--- src/rtl/cv32e40p_x_wb_arbiter.sv ---
// Arbitrates the shared register-file write port between EX-stage core results and
// buffered CORE-V-X coprocessor results. The core wins unless aging or a full FIFO forces a slot.
module cv32e40p_x_wb_arbiter #(
    parameter int DEPTH    = 2,
    parameter int MAX_WAIT = 4,
    parameter int ID_WIDTH = 4
) (
    input  logic                clk,
    input  logic                rst_n,
    input  logic                x_result_valid_i,
    output logic                x_result_ready_o,
    input  logic [ID_WIDTH-1:0] x_result_id_i,
    input  logic [4:0]          x_result_rd_i,
    input  logic                x_result_we_i,
    input  logic [31:0]         x_result_data_i,
    input  logic                core_we_i,
    input  logic [5:0]          core_waddr_i,
    input  logic [31:0]         core_wdata_i,
    output logic                core_wb_ready_o,
    output logic                rf_we_o,
    output logic [5:0]          rf_waddr_o,
    output logic [31:0]         rf_wdata_o,
    output logic                x_retire_valid_o,
    output logic [ID_WIDTH-1:0] x_retire_id_o,
    output logic                x_busy_o
);

    localparam int AW = $clog2(DEPTH);
    localparam int CW = $clog2(MAX_WAIT + 1);
    localparam logic [AW:0]   PTR_ONE  = (AW + 1)'(1);
    localparam logic [CW-1:0] CNT_ONE  = CW'(1);
    localparam logic [CW-1:0] CNT_MAX  = CW'(MAX_WAIT);

    typedef struct packed {
        logic [ID_WIDTH-1:0] id;
        logic [4:0]          rd;
        logic                we;
        logic [31:0]         data;
    } entry_t;

    entry_t          mem [DEPTH];
    logic [AW:0]     wr_ptr;
    logic [AW:0]     rd_ptr;
    logic [CW-1:0]   wait_cnt;

    entry_t          head;
    logic            empty;
    logic            full;
    logic            head_null;
    logic            head_write;
    logic            grant_x;
    logic            pop;
    logic            push;

    // Handshake: a result transfers on a cycle where x_result_valid_i & x_result_ready_o are
    // both high; ready depends only on FIFO occupancy, never on valid.
    assign head       = mem[rd_ptr[AW-1:0]];
    assign empty      = (wr_ptr == rd_ptr);
    assign full       = (wr_ptr[AW-1:0] == rd_ptr[AW-1:0]) && (wr_ptr[AW] != rd_ptr[AW]);
    assign head_null  = ~head.we || (head.rd == 5'd0);
    assign head_write = ~empty && ~head_null;

    // A full FIFO forces the slot even before aging expires so the producer cannot deadlock.
    assign grant_x = head_write && (~core_we_i || (wait_cnt == CNT_MAX) || full);
    assign pop     = ~empty && (head_null || grant_x);
    assign push    = x_result_valid_i && ~full;

    assign x_result_ready_o = ~full;
    assign x_busy_o         = ~empty;
    assign core_wb_ready_o  = ~(grant_x && core_we_i);
    assign x_retire_valid_o = pop;
    assign x_retire_id_o    = pop ? head.id : '0;
    assign rf_we_o          = grant_x ? 1'b1 : core_we_i;
    assign rf_waddr_o       = grant_x ? {1'b0, head.rd} : core_waddr_i;
    assign rf_wdata_o       = grant_x ? head.data : core_wdata_i;

    // Storage needs no reset: an entry is only read after it has been written.
    always_ff @(posedge clk) begin
        if (push) begin
            mem[wr_ptr[AW-1:0]] <= '{id: x_result_id_i, rd: x_result_rd_i,
                                     we: x_result_we_i, data: x_result_data_i};
        end
    end

    always_ff @(posedge clk or negedge rst_n) begin
        if (!rst_n) begin
            wr_ptr   <= '0;
            rd_ptr   <= '0;
            wait_cnt <= '0;
        end else begin
            if (push) begin
                wr_ptr <= wr_ptr + PTR_ONE;
            end
            if (pop) begin
                rd_ptr   <= rd_ptr + PTR_ONE;
                wait_cnt <= '0;
            end else if (head_write && (wait_cnt != CNT_MAX)) begin
                wait_cnt <= wait_cnt + CNT_ONE;
            end
        end
    end

endmodule
--- config.mk ---
export PLATFORM = sky130hd
export DESIGN_NAME = cv32e40p_x_wb_arbiter
export DESIGN_NICKNAME = d
export VERILOG_FILES = /design/src/rtl/cv32e40p_x_wb_arbiter.sv
export SDC_FILE = /design/constraint.sdc
export NUM_CORES = 1
export LEC_CHECK = 0
export CAP_MARGIN = 10
export CORE_AREA = 3 3 69 135
export CTS_BUF_LIST = sky130_fd_sc_hd__clkbuf_8
export CTS_CLUSTER_DIAMETER = 50
export DETAILED_ROUTE_END_ITERATION = 8
export DIE_AREA = 0 0 72 138
export PLACE_DENSITY = 0.81
export SLEW_MARGIN = 25
export SYNTH_ARGS = -nofsm -noshare
export SYNTH_HDL_FRONTEND = slang
export SYNTH_SLANG_ARGS = --single-unit
--- constraint.sdc ---
create_clock -name clk -period 4.2 [get_ports clk]
set_clock_uncertainty 0.15 [all_clocks]
set_input_delay 0.42 -clock clk [delete_from_list [all_inputs] [get_ports clk]]
set_output_delay 0.42 -clock clk [all_outputs]
set_load 0.01 [all_outputs]
# After elaboration in Yosys (flattened, before gate mapping)
# Memory sizes are Yosys's and may differ from the RTL's.
# Cells that the tools add are included.
[totals]
word_cells = 39
n_memories = 1
inputBits = 84
out_inout_bits = 47
reg_bits = 7
mem_bits_rw = 84
[memory_table]
columns = ["name", "words", "width", "rd", "rd_clocked_by_memory_dff", "write_ports", "line_no", "rtl"]
rows = [
  ["mem", 2, 42, 1, 0, 1, "41", "entry_t mem [DEPTH];"],
]
[classes]
mux = 8
reduce_logical = 13
n_eq_ne = 5
bitwise_logic = 6
addsub = 3
[op_table]
columns = ["cell", "count"]
rows = [
  ["two-way mux 32 bit", 1],
  ["logical AND 1 bit", 7],
  ["two-way mux 3 bit", 2],
  ["two-way mux 6 bit", 1],
  ["inverter 1 bit", 6],
  ["logical NOT 5 bit", 1],
  ["adder 2 x 1 -> 2 bit (second input constant)", 2],
  ["logical OR 1 bit", 4],
  ["two-way mux 4 bit", 1],
  ["adder 3 x 1 -> 3 bit (second input constant)", 1],
  ["== test 3 bit (second input constant)", 1],
  ["two-way mux 1 bit", 3],
  ["!= test 3 bit (second input constant)", 1],
  ["== test 2 bit", 1],
  ["nonzero test 2 bit", 1],
  ["== test 1 bit", 1],
  ["!= test 1 bit", 1],
]

# Depth between registers and ports, before layout
# Gate-level depths: netlist of the first run.
# An unclocked memory read counts as a cell.
[logic_depth]
ltp_word = 9
mapped_depth = 8
mapped_depth_nobuf = 6

# Worst setup path after synthesis of the first run
# No wires, ideal clock.
[synth_timing]
kind = "register to register"
startpoint = "register rd_ptr[0]"
endpoint = "memory mem[0][0] (netlist name) (enable)"
period_less_slack_ps = 3254
path_stages_with_launch = 6
setup_ps = 441
setup_slack_ps = 946
required_time_ps = 3609
path_buffers = 1
t_arrival_ps = 2663
cell_sequence = "dfrtp_1 > buf_6 > xnor2_1 > nand2_1 > nand2_1 > nor2_1"
[synth_via]
elab_chain_len = 6
[synth_lines]
columns = ["element", "line_no", "rtl"]
rows = [
  ["from (decl)", "43", "logic [AW:0] rd_ptr;"],
  ["from (signal assigned)", "95", "rd_ptr <= rd_ptr + PTR_ONE;"],
  ["== test 1 bit", "59", "assign full = (wr_ptr[AW-1:0] == rd_ptr[AW-1:0]) && (wr_ptr[AW] != rd_ptr[AW]);"],
  ["logical AND 1 bit", "59", ""],
  ["inverter 1 bit", "n/a", ""],
  ["net x_result_ready_o", "11", "output logic x_result_ready_o,"],
  ["logical AND 1 bit", "66", "assign push = x_result_valid_i && ~full;"],
  ["two-way mux 1 bit", "79", "if (push) begin"],
  ["two-way mux 1 bit (not written as such)", "80", "mem[wr_ptr[AW-1:0]] <= '{id: x_result_id_i, rd: x_result_rd_i,"],
  ["to (decl)", "41", ""],
]
# The timed path passes the listed nets, and every way through them passes these cells.

# Final worst setup path of the first run
[layout_timing]
startpoint = "register rd_ptr[0]"
endpoint = "output port rf_waddr_o[0]"
[layout_via]
elab_chain_len = 7
elab_cells_between_ends = 13
classes_between = "eq/ne: 2; mux: 1; bitwise: 3; reduce/logical: 6; memory: 1"
[layout_lines]
columns = ["element", "line_no", "rtl"]
rows = [
  ["memory read (2 x 42 bit)", "n/a", ""],
  ["logical NOT 5 bit or inverter 1 bit (tied branches)", "60", "assign head_null = ~head.we || (head.rd == 5'd0);"],
  ["logical OR 1 bit", "60", ""],
  ["inverter 1 bit", "61", "assign head_write = ~empty && ~head_null;"],
  ["logical AND 1 bit", "61", ""],
  ["logical AND 1 bit", "64", "assign grant_x = head_write && (~core_we_i || (wait_cnt == CNT_MAX) || full);"],
  ["two-way mux 6 bit *", "74", "assign rf_waddr_o = grant_x ? {1'b0, head.rd} : core_waddr_i;"],
  ["to (decl)", "21", "output logic [5:0] rf_waddr_o,"],
]
# Mark *: on every way between the ends. The rest lies on a longest branch, timed or not.

==> impl_metrics.csv, run 1 <==
group,metric,value,unit
power,p_clk_share,13.8,%
die,ios,131,
logic_synthesis,yosysSeqAreaShare,67.6,%
global_routing,overflow,0,
die,die_area,0.00994,mm2
drt,vias,2434,
worst_setup_path,ff2ff_setup_slack,1.25,ns
power,p_int,0.00271,W
sta,hold_viol,0,
logic_synthesis,synth.cell_area,0.00399,mm2
clocking,ctsHtreeMaxLevel,3,
drt,drc,0,
power,p_comb_share,50.0,%
die,initial_core_util,47.4,%
global_routing,first_global_vias,2631,
worst_setup_path,crit_fanout,31,
clocking,cts_resized,0,
sta,drv_slew,0,
sta,hold_ws,0.186,ns
power,peakVddDrop,0.332,mV
sta,rsz0062_at_grt,"no",
worst_setup_path,rr_endpoint,"mem[0][18]",
drt,ant_nets,0,
place,numPortBuffers,130,
power,switchingPower,0.00129,W
clocking,cts_buffers,9,
global_routing,antenna_found_initial,0,
logic_synthesis,ys.warnings.count,0,
worst_setup_path,cp.arrival,3.20,ns
drt,avgViaCountPerCell,5.23,
worst_setup_path,startpoint,"rd_ptr[0]",
place,placed_cells,449,
final_layout,stdcell_count,465,
sta,fin_crit_sh,89.8,%
power,swShare,32.3,%
sta,setup_viol,0,
clocking,root_buffer,"clkbuf_8",
global_routing,top_usage_layer,"met2",
global_routing,met2_usage,35.3,%
worst_hold_path,hp-class,"in -> async",
drt,drtIter0Drc,190,
drt,avgRoutedWirePerCell,19.2,um
worst_setup_path,crit_path_end_kind,"output pin",
worst_setup_path,crit_required,3.63,ns
final_layout,layout.nets,448,
global_routing,met3_usage,2.47,%
final_layout,design_area,0.00559,mm2
logic_synthesis,postSynthAreaPerCell,17.6,um2
sta,tns,0,ns
logic_synthesis,yosys_register_bits,91,
drt,totalWireLength,8920,um
worst_setup_path,critPathLaunchType,"flip-flop",
global_routing,met1_usage,18.0,%
die,die_h,138,um
final_layout,n_antenna_cell,0,
die,core_area,0.00841,mm2
power,p_leak,2.01,nW
global_routing,grt_max_degree,44,
clocking,cts_tree,"yes",
clocking,clock_latency,0.34,ns
global_routing,grt_pass1_wl,13600,um
worst_setup_path,worstSetupPathType,"reg -> out",
sta,fmax,0.265,GHz
die,std_cell_rows,47,
global_routing,grt_usage,18.4,%
final_layout,final_layout_size_suffix_gt1_share,27.0,%
place,gp_congestion,0.790,
place,dp_hpwl,6620,um
job,cap_violations,0,
power,power_frac_seq,36.2,%
clocking,clkSlewWorstSetupHoldPaths,0.08,ns
logic_synthesis,synthesis.instances,227,
power,p_total,0.00400,W
worst_setup_path,worst_r2r_path_depth,6,
drt,drt_first_pass_iters,4,
power,p_per_area,716,mW/mm2
clocking,cts_buffer_depth,2,
sta,timing.final.crit_period,3.77,ns
sta,worst_slew_pin_slew,0.634,ns
logic_synthesis,yosysUniqueCellTypes,33,
sta,slew-limit-headroom,57.7,%
clocking,holdBufCountCts,0,
worst_setup_path,r2r_start,"rd_ptr[0]",
logic_synthesis,synth_nets,313,
final_layout,syn_to_final_growth,40.3,%
die,dieWidth,72,um
clocking,post_cts_buffers,0,
status,status,"completed",
place,dpl-instance-area,0.00540,mm2
clocking,clock-sinks,91,
## critical path, cell delays in order, from the launching register on
cell,delay (ns)
dfrtp_2,0.75
xor2_1,0.19
nor2_1,0.28
clkinv_2,0.19
nand4_2,0.27
buf_12,0.26
mux2_2,0.38
clkdlybuf4s50_1,0.51
## Yosys cell counts
library cell	number	share of area [%]
buf_2	2	0.25
nor3b_1	1	0.19
nor3_1	1	0.13
mux2i_1	4	1.0
clkbuf_1	4	0.38
xnor2_1	4	0.88
buf_6	3	0.85
nor4_1	1	0.16
inv_1	4	0.38
nor2_1	2	0.19
and3_1	1	0.16
a21oi_1	3	0.38
xor2_1	4	0.88
o211ai_1	1	0.19
and2_1	1	0.16
nand4_1	1	0.16
nor4b_1	1	0.22
clkinv_2	1	0.13
nand2_1	5	0.47
o211a_1	1	0.25
or2_2	1	0.16
o22ai_2	1	0.31
nand4_2	1	0.31
mux2_2	67	19
a211oi_1	1	0.19
o21ai_0	3	0.38
mux2_4	8	3.0
ha_1	2	0.63
nor2b_1	4	0.63
a21boi_0	1	0.19
dfrtp_1	7	4.4
nand3_1	2	0.25
edfxtp_1	84	63
## cell usage in the layout, fill, tap and decap left out, types with 2 or more instances in the layout
cell,netlist,layout
mux2_4,8,8
inv_1,4,6
xnor2_1,4,4
buf_4,0,2
nor2b_1,4,4
nand2_1,5,5
clkinv_2,1,2
a21oi_1,3,3
mux2i_1,4,4
clkdlybuf4s50_1,0,130
mux2_2,67,67
dfrtp_1,7,6
edfxtp_1,84,84
o21ai_0,3,3
nand3_1,2,2
xor2_1,4,4
clkbuf_8,0,13
ha_1,2,2
## per-layer routing
layer	up-vias	part of all wire, %
li1	1142	-
met1	1196	32
met2	76	61
met3	20	3.3
met4	0	3.8
met5	-	0
## sequential cells by signal (all words and copies together), names as in the netlist
register,count
rd_ptr,2
wr_ptr,2
wait_cnt,3
mem,84
## worst max-delay path by stage
| stage | endpoint | slack (ns) | cells past startpoint |
|---|---|---|---|
| 2_1_floorplan | mem[0][0] | 0.95 | 5 |
| 3_3_place_gp | rf_waddr_o[3] | 0.88 | 6 |
| 3_5_place_dp | rf_waddr_o[0] | 0.79 | 7 |
| 4_1_cts | rf_wdata_o[11] | 0.40 | 7 |
| 5_1_grt | rf_wdata_o[11] | 0.24 | 7 |
| 6_report | rf_waddr_o[0] | 0.43 | 7 |
## cells by family after synthesis
group	share of synthesized area (%)
buffers and inverters	1.98
muxes	22.9
adders and majority gates	0.627
DFF	67.6
and+or+nand+nor	3.17
xor gates and xnor gates	1.76
AOI/OAI and AO/OA	1.88
## power groups by stage
stage               registers (W)  logic, W  clock network, W
finish                    0.00145   0.00200          0.000553
global placement          0.00146   0.00196                 0
floorplan                 0.00141   0.00121                 0
detailed placement        0.00148   0.00202                 0
CTS                       0.00146   0.00203          0.000568
global route              0.00148   0.00214          0.000598
## cell type report
class,instances,area [um2]
fill,618,2820
clock inverter,3,12.5
inverter,5,20.0
tap,98,123
timing repair buffer,133,1340
multi-input combinational,122,1220
sequential,91,2700
clock buffer,13,179
## stage by stage
stage / utilization, % / setup slack (ns)
6_report: 66.5 / 0.428
5_1_grt: 66.5 / 0.236
4_1_cts: 66.5 / 0.395
3_5_place_dp: 64.2 / 0.785
3_3_place_gp: 64.2 / 0.881
2_1_floorplan: - / 0.946
Note: power is estimated with default switching activity, not from simulation.
==> run 2: changes to the inputs <==
--- a/config.mk
+++ b/config.mk
@@ -5,13 +5,14 @@
 export SDC_FILE = /design/constraint.sdc
 export NUM_CORES = 1
 export LEC_CHECK = 0
+export ABC_AREA = 1
 export CAP_MARGIN = 10
-export CORE_AREA = 3 3 69 135
+export CORE_AREA = 3 3 71 139
 export CTS_BUF_LIST = sky130_fd_sc_hd__clkbuf_8
 export CTS_CLUSTER_DIAMETER = 50
 export DETAILED_ROUTE_END_ITERATION = 8
-export DIE_AREA = 0 0 72 138
-export PLACE_DENSITY = 0.81
+export DIE_AREA = 0 0 74 142
+export PLACE_DENSITY = 0.8
 export SLEW_MARGIN = 25
 export SYNTH_ARGS = -nofsm -noshare
 export SYNTH_HDL_FRONTEND = slang
==> run 2 against run 1 <==
Against the previous run: flip-flop and latch count unchanged; sequential power down 5%; clock power up 38%; register-to-register slack better by 0.12 ns; via count up 40%; worst hold slack worse by 0.0040 ns; setup slack worse by 0.11 ns; power up 4.0%; count of clock-buffer cells in the layout down 2; synthesized cell count up 88%; cell area up 4.1%; fmax down 2.9%; critical endpoint is now rf_wdata_o[16].
==> impl_metrics.csv, run 2 <==
group,metric,value,unit
status,status,"completed",
sta,drv_slew,0,
place,numPortBuffers,130,
final_layout,multi_input_area,0.00129,mm2
worst_setup_path,worstSetupPathType,"reg -> out",
drt,drt_first_pass_iters,4,
final_layout,n_fill_cell,691,
power,p_total,0.00416,W
die,dieWidth,74,um
power,p_leak,2.49,nW
worst_setup_path,cp.depth,10,
power,power_frac_seq,33.2,%
power,switchingPower,0.00156,W
drt,totalWireLength,10000,um
final_layout,layout.nets,634,
clocking,clkSlewWorstSetupHoldPaths,0.08,ns
logic_synthesis,yosys_register_bits,91,
global_routing,antenna_found_initial,0,
final_layout,regArea,0.00270,mm2
sta,setup_viol,0,
power,p_int,0.00260,W
power,p_comb_share,48.5,%
drt,avgRoutedWirePerCell,15.3,um
worst_setup_path,worst_r2r_path_depth,7,
worst_setup_path,critPathLaunchType,"flip-flop",
sta,fmax,0.257,GHz
logic_synthesis,synth.cell_area,0.00419,mm2
die,core_area,0.00901,mm2
clocking,cts_buffer_depth,2,
final_layout,largest_reg_flops,84,
die,initial_core_util,46.5,%
final_layout,syn_to_final_growth,38.9,%
sta,fin_crit_sh,92.5,%
place,gp_congestion,0.769,
global_routing,first_global_vias,3466,
clocking,ctsHtreeMaxLevel,3,
clocking,post_cts_buffers,0,
worst_setup_path,crit_family,"buffers and inverters",
logic_synthesis,postSynthAreaPerCell,9.84,um2
worst_hold_path,hp-class,"in -> async",
die,die_area,0.0105,mm2
logic_synthesis,synth_top_cell_by_area,"edfxtp_1",
drt,avgViaCountPerCell,5.20,
global_routing,grt_usage,19.6,%
global_routing,grt_pass1_wl,15800,um
global_routing,grt_max_degree,48,
final_layout,final_layout_size_suffix_gt1_share,5.24,%
drt,drc,0,
clocking,holdBufCountCts,0,
drt,drtIter0Drc,173,
global_routing,overflow,0,
sta,rsz0062_at_grt,"no",
logic_synthesis,yosysUniqueCellTypes,20,
power,p_clk_share,18.3,%
sta,tns,0,ns
clocking,clock-sinks,91,
logic_synthesis,synthesis.instances,426,
drt,vias,3407,
drt,ant_nets,0,
power,p_per_area,715,mW/mm2
die,ios,131,
power,peakVddDrop,0.389,mV
logic_synthesis,synth_top_area_share,60.2,%
clocking,cts_buffers,9,
logic_synthesis,synth_flop_cell,"edfxtp_1",
power,swShare,37.6,%
worst_setup_path,crit_buf_inv,3,
clocking,root_buffer,"clkbuf_8",
sta,timing.final.crit_period,3.89,ns
worst_setup_path,crit_fanout,28,
worst_setup_path,cpMostUsedCell,"nand2_1",
logic_synthesis,yosysMostFrequentCell,"nand2_1",
die,std_cell_rows,49,
final_layout,n_antenna_cell,0,
final_layout,utilization,64.6,%
logic_synthesis,synth_nets,512,
logic_synthesis,synth_area_leaders,"edfxtp_1 60%, nand2_1 19%, nand4_1 6.3%",
place,dp_hpwl,7030,um
logic_synthesis,ys.warnings.count,0,
clocking,clock_latency,0.35,ns
die,die_h,142,um
logic_synthesis,synth.cells.most_frequent,"214 x nand2_1, 84 x edfxtp_1, 42 x nand4_1",
sta,slew-limit-headroom,60.2,%
logic_synthesis,synth_edf_count,84,
job,cap_violations,0,
logic_synthesis,yosysSeqAreaShare,64.3,%
final_layout,final_cell_mix,"213 x nand2_1, 130 x clkdlybuf4s50_1, 84 x edfxtp_1, 42 x nand4_1, 22 x inv_1",
clocking,cts_tree,"yes",
sta,worst_slew_pin_slew,0.596,ns
worst_setup_path,cp.arrival,3.32,ns
worst_setup_path,crit_path_end_kind,"output pin",
logic_synthesis,async_flop_share,7.69,%
worst_setup_path,crit_required,3.63,ns
worst_setup_path,slowest_delay,0.64,ns
worst_setup_path,cpMaxStageDelayCell,"dfrtp_2",
final_layout,layout_commonest_cell,"nand2_1",
worst_setup_path,path_cells,"buf_4 > nand2_1 > nand2_1 > nand2_1 > nand2_1 > nand4_1 > buf_4 > nand2_1 > nand2_1 > clkdlybuf4s50_1",
sta,hold_viol,0,
run 2: through the flow:
| step | setup slack [ns] | hold slack [ns] | std cells | instance area [um2] |
|---|---|---|---|---|
| after floorplan | 0.956 | -0.0256 | 426 | 4190 |
| after global placement | 0.539 | 0.342 | 638 | 5530 |
| after detailed placement | 0.437 | 0.342 | 638 | 5530 |
| after CTS | 0.0487 | 0.173 | 654 | 5810 |
| after global routing | 0.0219 | 0.198 | 655 | 5820 |
| final | 0.313 | 0.182 | 655 | 5820 |
run 2: path summary, 6_finish.rpt:
| kind | startpoint | end | slack [ns] |
|---|---|---|---|
| max in group asynchronous | rst_n | rd_ptr[0] | 3.43 |
| min | rst_n | wr_ptr[1] | 0.18 |
| max | rd_ptr[0] | rf_wdata_o[16] | 0.31 |
| min in group clk | wr_ptr[1] | wr_ptr[1] | 0.36 |
| max reg2reg | rd_ptr[0] | mem[1][19] | 1.37 |
| min reg2reg | wr_ptr[1] | wr_ptr[1] | 0.36 |
run 2: logic make-up after synthesis:
logic type,count (synthesis),synth area share [%]
and+or+nand+nor,275,27.5
DFF,91,64.3
buffers and inverters,48,5.61
muxes,4,0.955
AOI/OAI and AO/OA,3,0.358
xor gates and xnor gates,3,0.627
adders and majority gates,2,0.597
run 2: metal layers:
layer	vias up	track usage (%)	part of all wire (%)
li1	1671	-	-
met1	1591	20.6	33
met2	125	35.4	58
met3	20	3.39	5.9
met4	0	11.3	3.5
met5	-	0	0
run 2: cell type report:
| cell class | instances | area share (%) |
|---|---|---|
| Multi-Input combinational cell | 288 | 22.1 |
| Inverter | 22 | 1.46 |
| Timing Repair Buffer | 136 | 23.1 |
| Tap cell | 102 | 2.19 |
| Clock buffer | 11 | 2.60 |
| Clock inverter | 5 | 2.13 |
| Sequential cell | 91 | 46.4 |
run 2: power by group through the flow:
stage	logic, W	clock network [W]	registers, W
3_3_place_gp	0.00197	0	0.00139
4_1_cts	0.00202	0.000778	0.00138
2_1_floorplan	0.00122	0	0.00136
6_report	0.00202	0.000761	0.00138
5_1_grt	0.00224	0.000813	0.00141
3_5_place_dp	0.00201	0	0.00140
run 2: what timing repair did:
item | 4_1_cts | 5_1_grt
hold endpoints to repair | 0 | 0
resized for setup | 0 | 3
setup endpoints to repair | 0 | 44
==> run 3: changes to the inputs <==
--- a/config.mk
+++ b/config.mk
@@ -7,12 +7,13 @@
 export LEC_CHECK = 0
 export ABC_AREA = 1
 export CAP_MARGIN = 10
-export CORE_AREA = 3 3 71 139
+export CORE_AREA = 3 3 82 161
 export CTS_BUF_LIST = sky130_fd_sc_hd__clkbuf_8
 export CTS_CLUSTER_DIAMETER = 50
 export DETAILED_ROUTE_END_ITERATION = 8
-export DIE_AREA = 0 0 74 142
-export PLACE_DENSITY = 0.8
+export DIE_AREA = 0 0 85 164
+export DONT_BUFFER_PORTS = 1
+export GPL_TIMING_DRIVEN = 0
 export SLEW_MARGIN = 25
 export SYNTH_ARGS = -nofsm -noshare
 export SYNTH_HDL_FRONTEND = slang
==> run 3 against run 2 <==
Against the previous run: power is 12% lower; sequential share of layout area is 6.5 points higher; largest power group unchanged; final cell count is 3.2% lower; flip-flop and latch count stayed put; clock power is 19% lower.
==> impl_metrics.csv, run 3 (synthesis gave the netlist of run 2 again) <==
group,metric,value,unit
drt,vias,3120,
worst_setup_path,rr_endpoint,"mem[0][15]",
die,ios,131,
clocking,clock_latency,0.35,ns
worst_hold_path,hold_start,"x_result_valid_i",
drt,avgViaCountPerCell,4.92,
die,dieWidth,85,um
drt,avgRoutedWirePerCell,16.3,um
sta,hold_viol,0,
worst_setup_path,cpMostUsedCell,"nand2_1",
drt,totalWireLength,10300,um
die,std_cell_rows,57,
clocking,root_buffer,"clkbuf_8",
clocking,cts_resized,0,
worst_setup_path,worst_r2r_path_depth,7,
sta,fmax,0.358,GHz
worst_setup_path,cpMaxStageDelayCell,"dfrtp_1",
place,dpl-instance-area,0.00447,mm2
place,placed_cells,576,
worst_setup_path,crit_buf_inv,2,
worst_setup_path,crit_path_end_kind,"output pin",
final_layout,layout_commonest_cell,"nand2_1",
final_layout,stdcell_count,634,
drt,ant_nets,0,
worst_setup_path,r2r_start,"wr_ptr[0]",
final_layout,n_antenna_cell,0,
power,swShare,42.8,%
job,cap_violations,0,
drt,drc,0,
worst_setup_path,worstSetupPathType,"reg -> out",
clocking,cts_buffers,9,
worst_setup_path,crit_required,3.63,ns
power,switchingPower,0.00158,W
final_layout,syn_to_final_growth,21.7,%
final_layout,design_area,0.00510,mm2
worst_setup_path,critPathLaunchType,"flip-flop",
worst_setup_path,ff2ff_setup_slack,1.82,ns
place,gp_congestion,0.784,
place,dp_hpwl,7630,um
global_routing,grt_usage,14.4,%
sta,fin_crit_sh,66.5,%
worst_setup_path,slowest_delay,0.44,ns
worst_hold_path,min_to,"wr_ptr[0]",
global_routing,grt_max_degree,23,
clocking,cts_tree,"yes",
power,p_total,0.00368,W
sta,setup_viol,0,
die,die_h,164,um
clocking,cts_buffer_depth,2,
power,p_comb_share,46.7,%
drt,drt_first_pass_iters,4,
global_routing,overflow,0,
die,initial_core_util,34.4,%
global_routing,grt_pass1_wl,15500,um
die,core_area,0.0122,mm2
global_routing,first_global_vias,3190,
worst_setup_path,crit_fanout,10,
clocking,clkSlewWorstSetupHoldPaths,0.09,ns
sta,hold_ws,0.104,ns
power,power_frac_seq,36.5,%
final_layout,final_layout_size_suffix_gt1_share,8.62,%
power,p_int,0.00211,W
power,p_per_area,721,mW/mm2
place,numPortBuffers,0,
worst_hold_path,hp-class,"in -> reg",
final_layout,layout.nets,569,
worst_setup_path,cp.arrival,2.22,ns
final_layout,largest_reg_flops,84,
worst_setup_path,crit_family,"simple AND/OR/NAND/NOR gates",
sta,rsz0062_at_grt,"no",
clocking,ctsHtreeMaxLevel,3,
power,p_clk_share,16.8,%
final_layout,final_cell_mix,"214 x nand2_1, 84 x edfxtp_1, 43 x dlygate4sd3_1, 42 x nand4_1, 22 x inv_1",
worst_hold_path,holdPathStages,2,
sta,slew-limit-headroom,54.3,%
power,p_leak,2.23,nW
power,peakVddDrop,0.296,mV
status,status,"completed",
sta,drv_slew,0,
sta,timing.final.crit_period,2.79,ns
die,die_area,0.0139,mm2
worst_setup_path,path_cells,"inv_1 > nand2_1 > nand2_1 > nand2_1 > nand2_1 > buf_1 > nand4_1 > nand2_1",
drt,drtIter0Drc,194,
clocking,clock-sinks,91,
sta,worst_slew_pin_slew,0.684,ns
global_routing,antenna_found_initial,0,
## run 3: cell types whose count changed in the layout (fill, tap and decap cells not counted), sizes merged
cell / delta
clkinv: +3
bufinv: -2
dlygate4sd3: +43
clkdlybuf4s50: -130
buf: +18
clkbuf: +3
nor2: -1
## run 3: cell type report
cell class                      count  area [um2]
Fill cell                        1142        7090
Sequential cell                    91        2700
Multi-Input combinational cell    287        1270
Timing Repair Buffer               46         505
Tap cell                          147         184
Buffer                             26         153
Clock buffer                        9         124
Clock inverter                      6        82.6
Inverter                           22        82.6
## run 3: metrics by stage
step	setup TNS, ns	utilization [%]	setup WS (ns)
after floorplan	0	-	0.956
after global placement	-19.46	35.9	-0.284
after detailed placement	0	36.6	1.75
after CTS	0	41.8	1.34
after global routing	0	41.8	1.23
final	0	41.8	1.41
## run 3: power by group through the flow
stage               clock [W]  sequential, W  combinational, W
floorplan                   0        0.00136           0.00122
global placement            0        0.00138           0.00159
detailed placement          0        0.00137           0.00171
CTS                  0.000636        0.00135           0.00175
global route         0.000665        0.00136           0.00192
finish               0.000618        0.00135           0.00172
## run 3: worst max path at each step
stage                    from        endpoint  slack [ns]  cells past startpoint
CTS                 wr_ptr[0]  rf_wdata_o[25]        1.34                      9
detailed placement  wr_ptr[0]  rf_wdata_o[25]        1.75                      9
floorplan           rd_ptr[0]       mem[1][0]        0.96                      6
global placement    rd_ptr[0]      mem[1][13]       -0.28                      6
finish              wr_ptr[0]   rf_wdata_o[4]        1.41                      8
global route        wr_ptr[0]   rf_wdata_o[4]        1.23                      8
## run 3: routing by layer
metal  global-route usage [%]  up-vias  wire, um
li1                         -     1538         -
met1                     14.1     1475      3730
met2                     28.8       87      6020
met3                     1.66       20       327
met4                     6.99        0       252
met5                        0        -         0
## run 3: worst register-to-register path, stage by stage (launching register included)
cell,delay [ns]
dfrtp_1,0.44
inv_1,0.11
nand2_1,0.07
nand2_1,0.06
nand2_1,0.21
nand2_1,0.19
nor2_4,0.57
buf_12,0.27
## run 3: timing repair
item / in CTS / in global routing
hold buffers: 43 / 0
endpoints found under the hold margin: 91 / 0
buffers inserted: 0 / 0
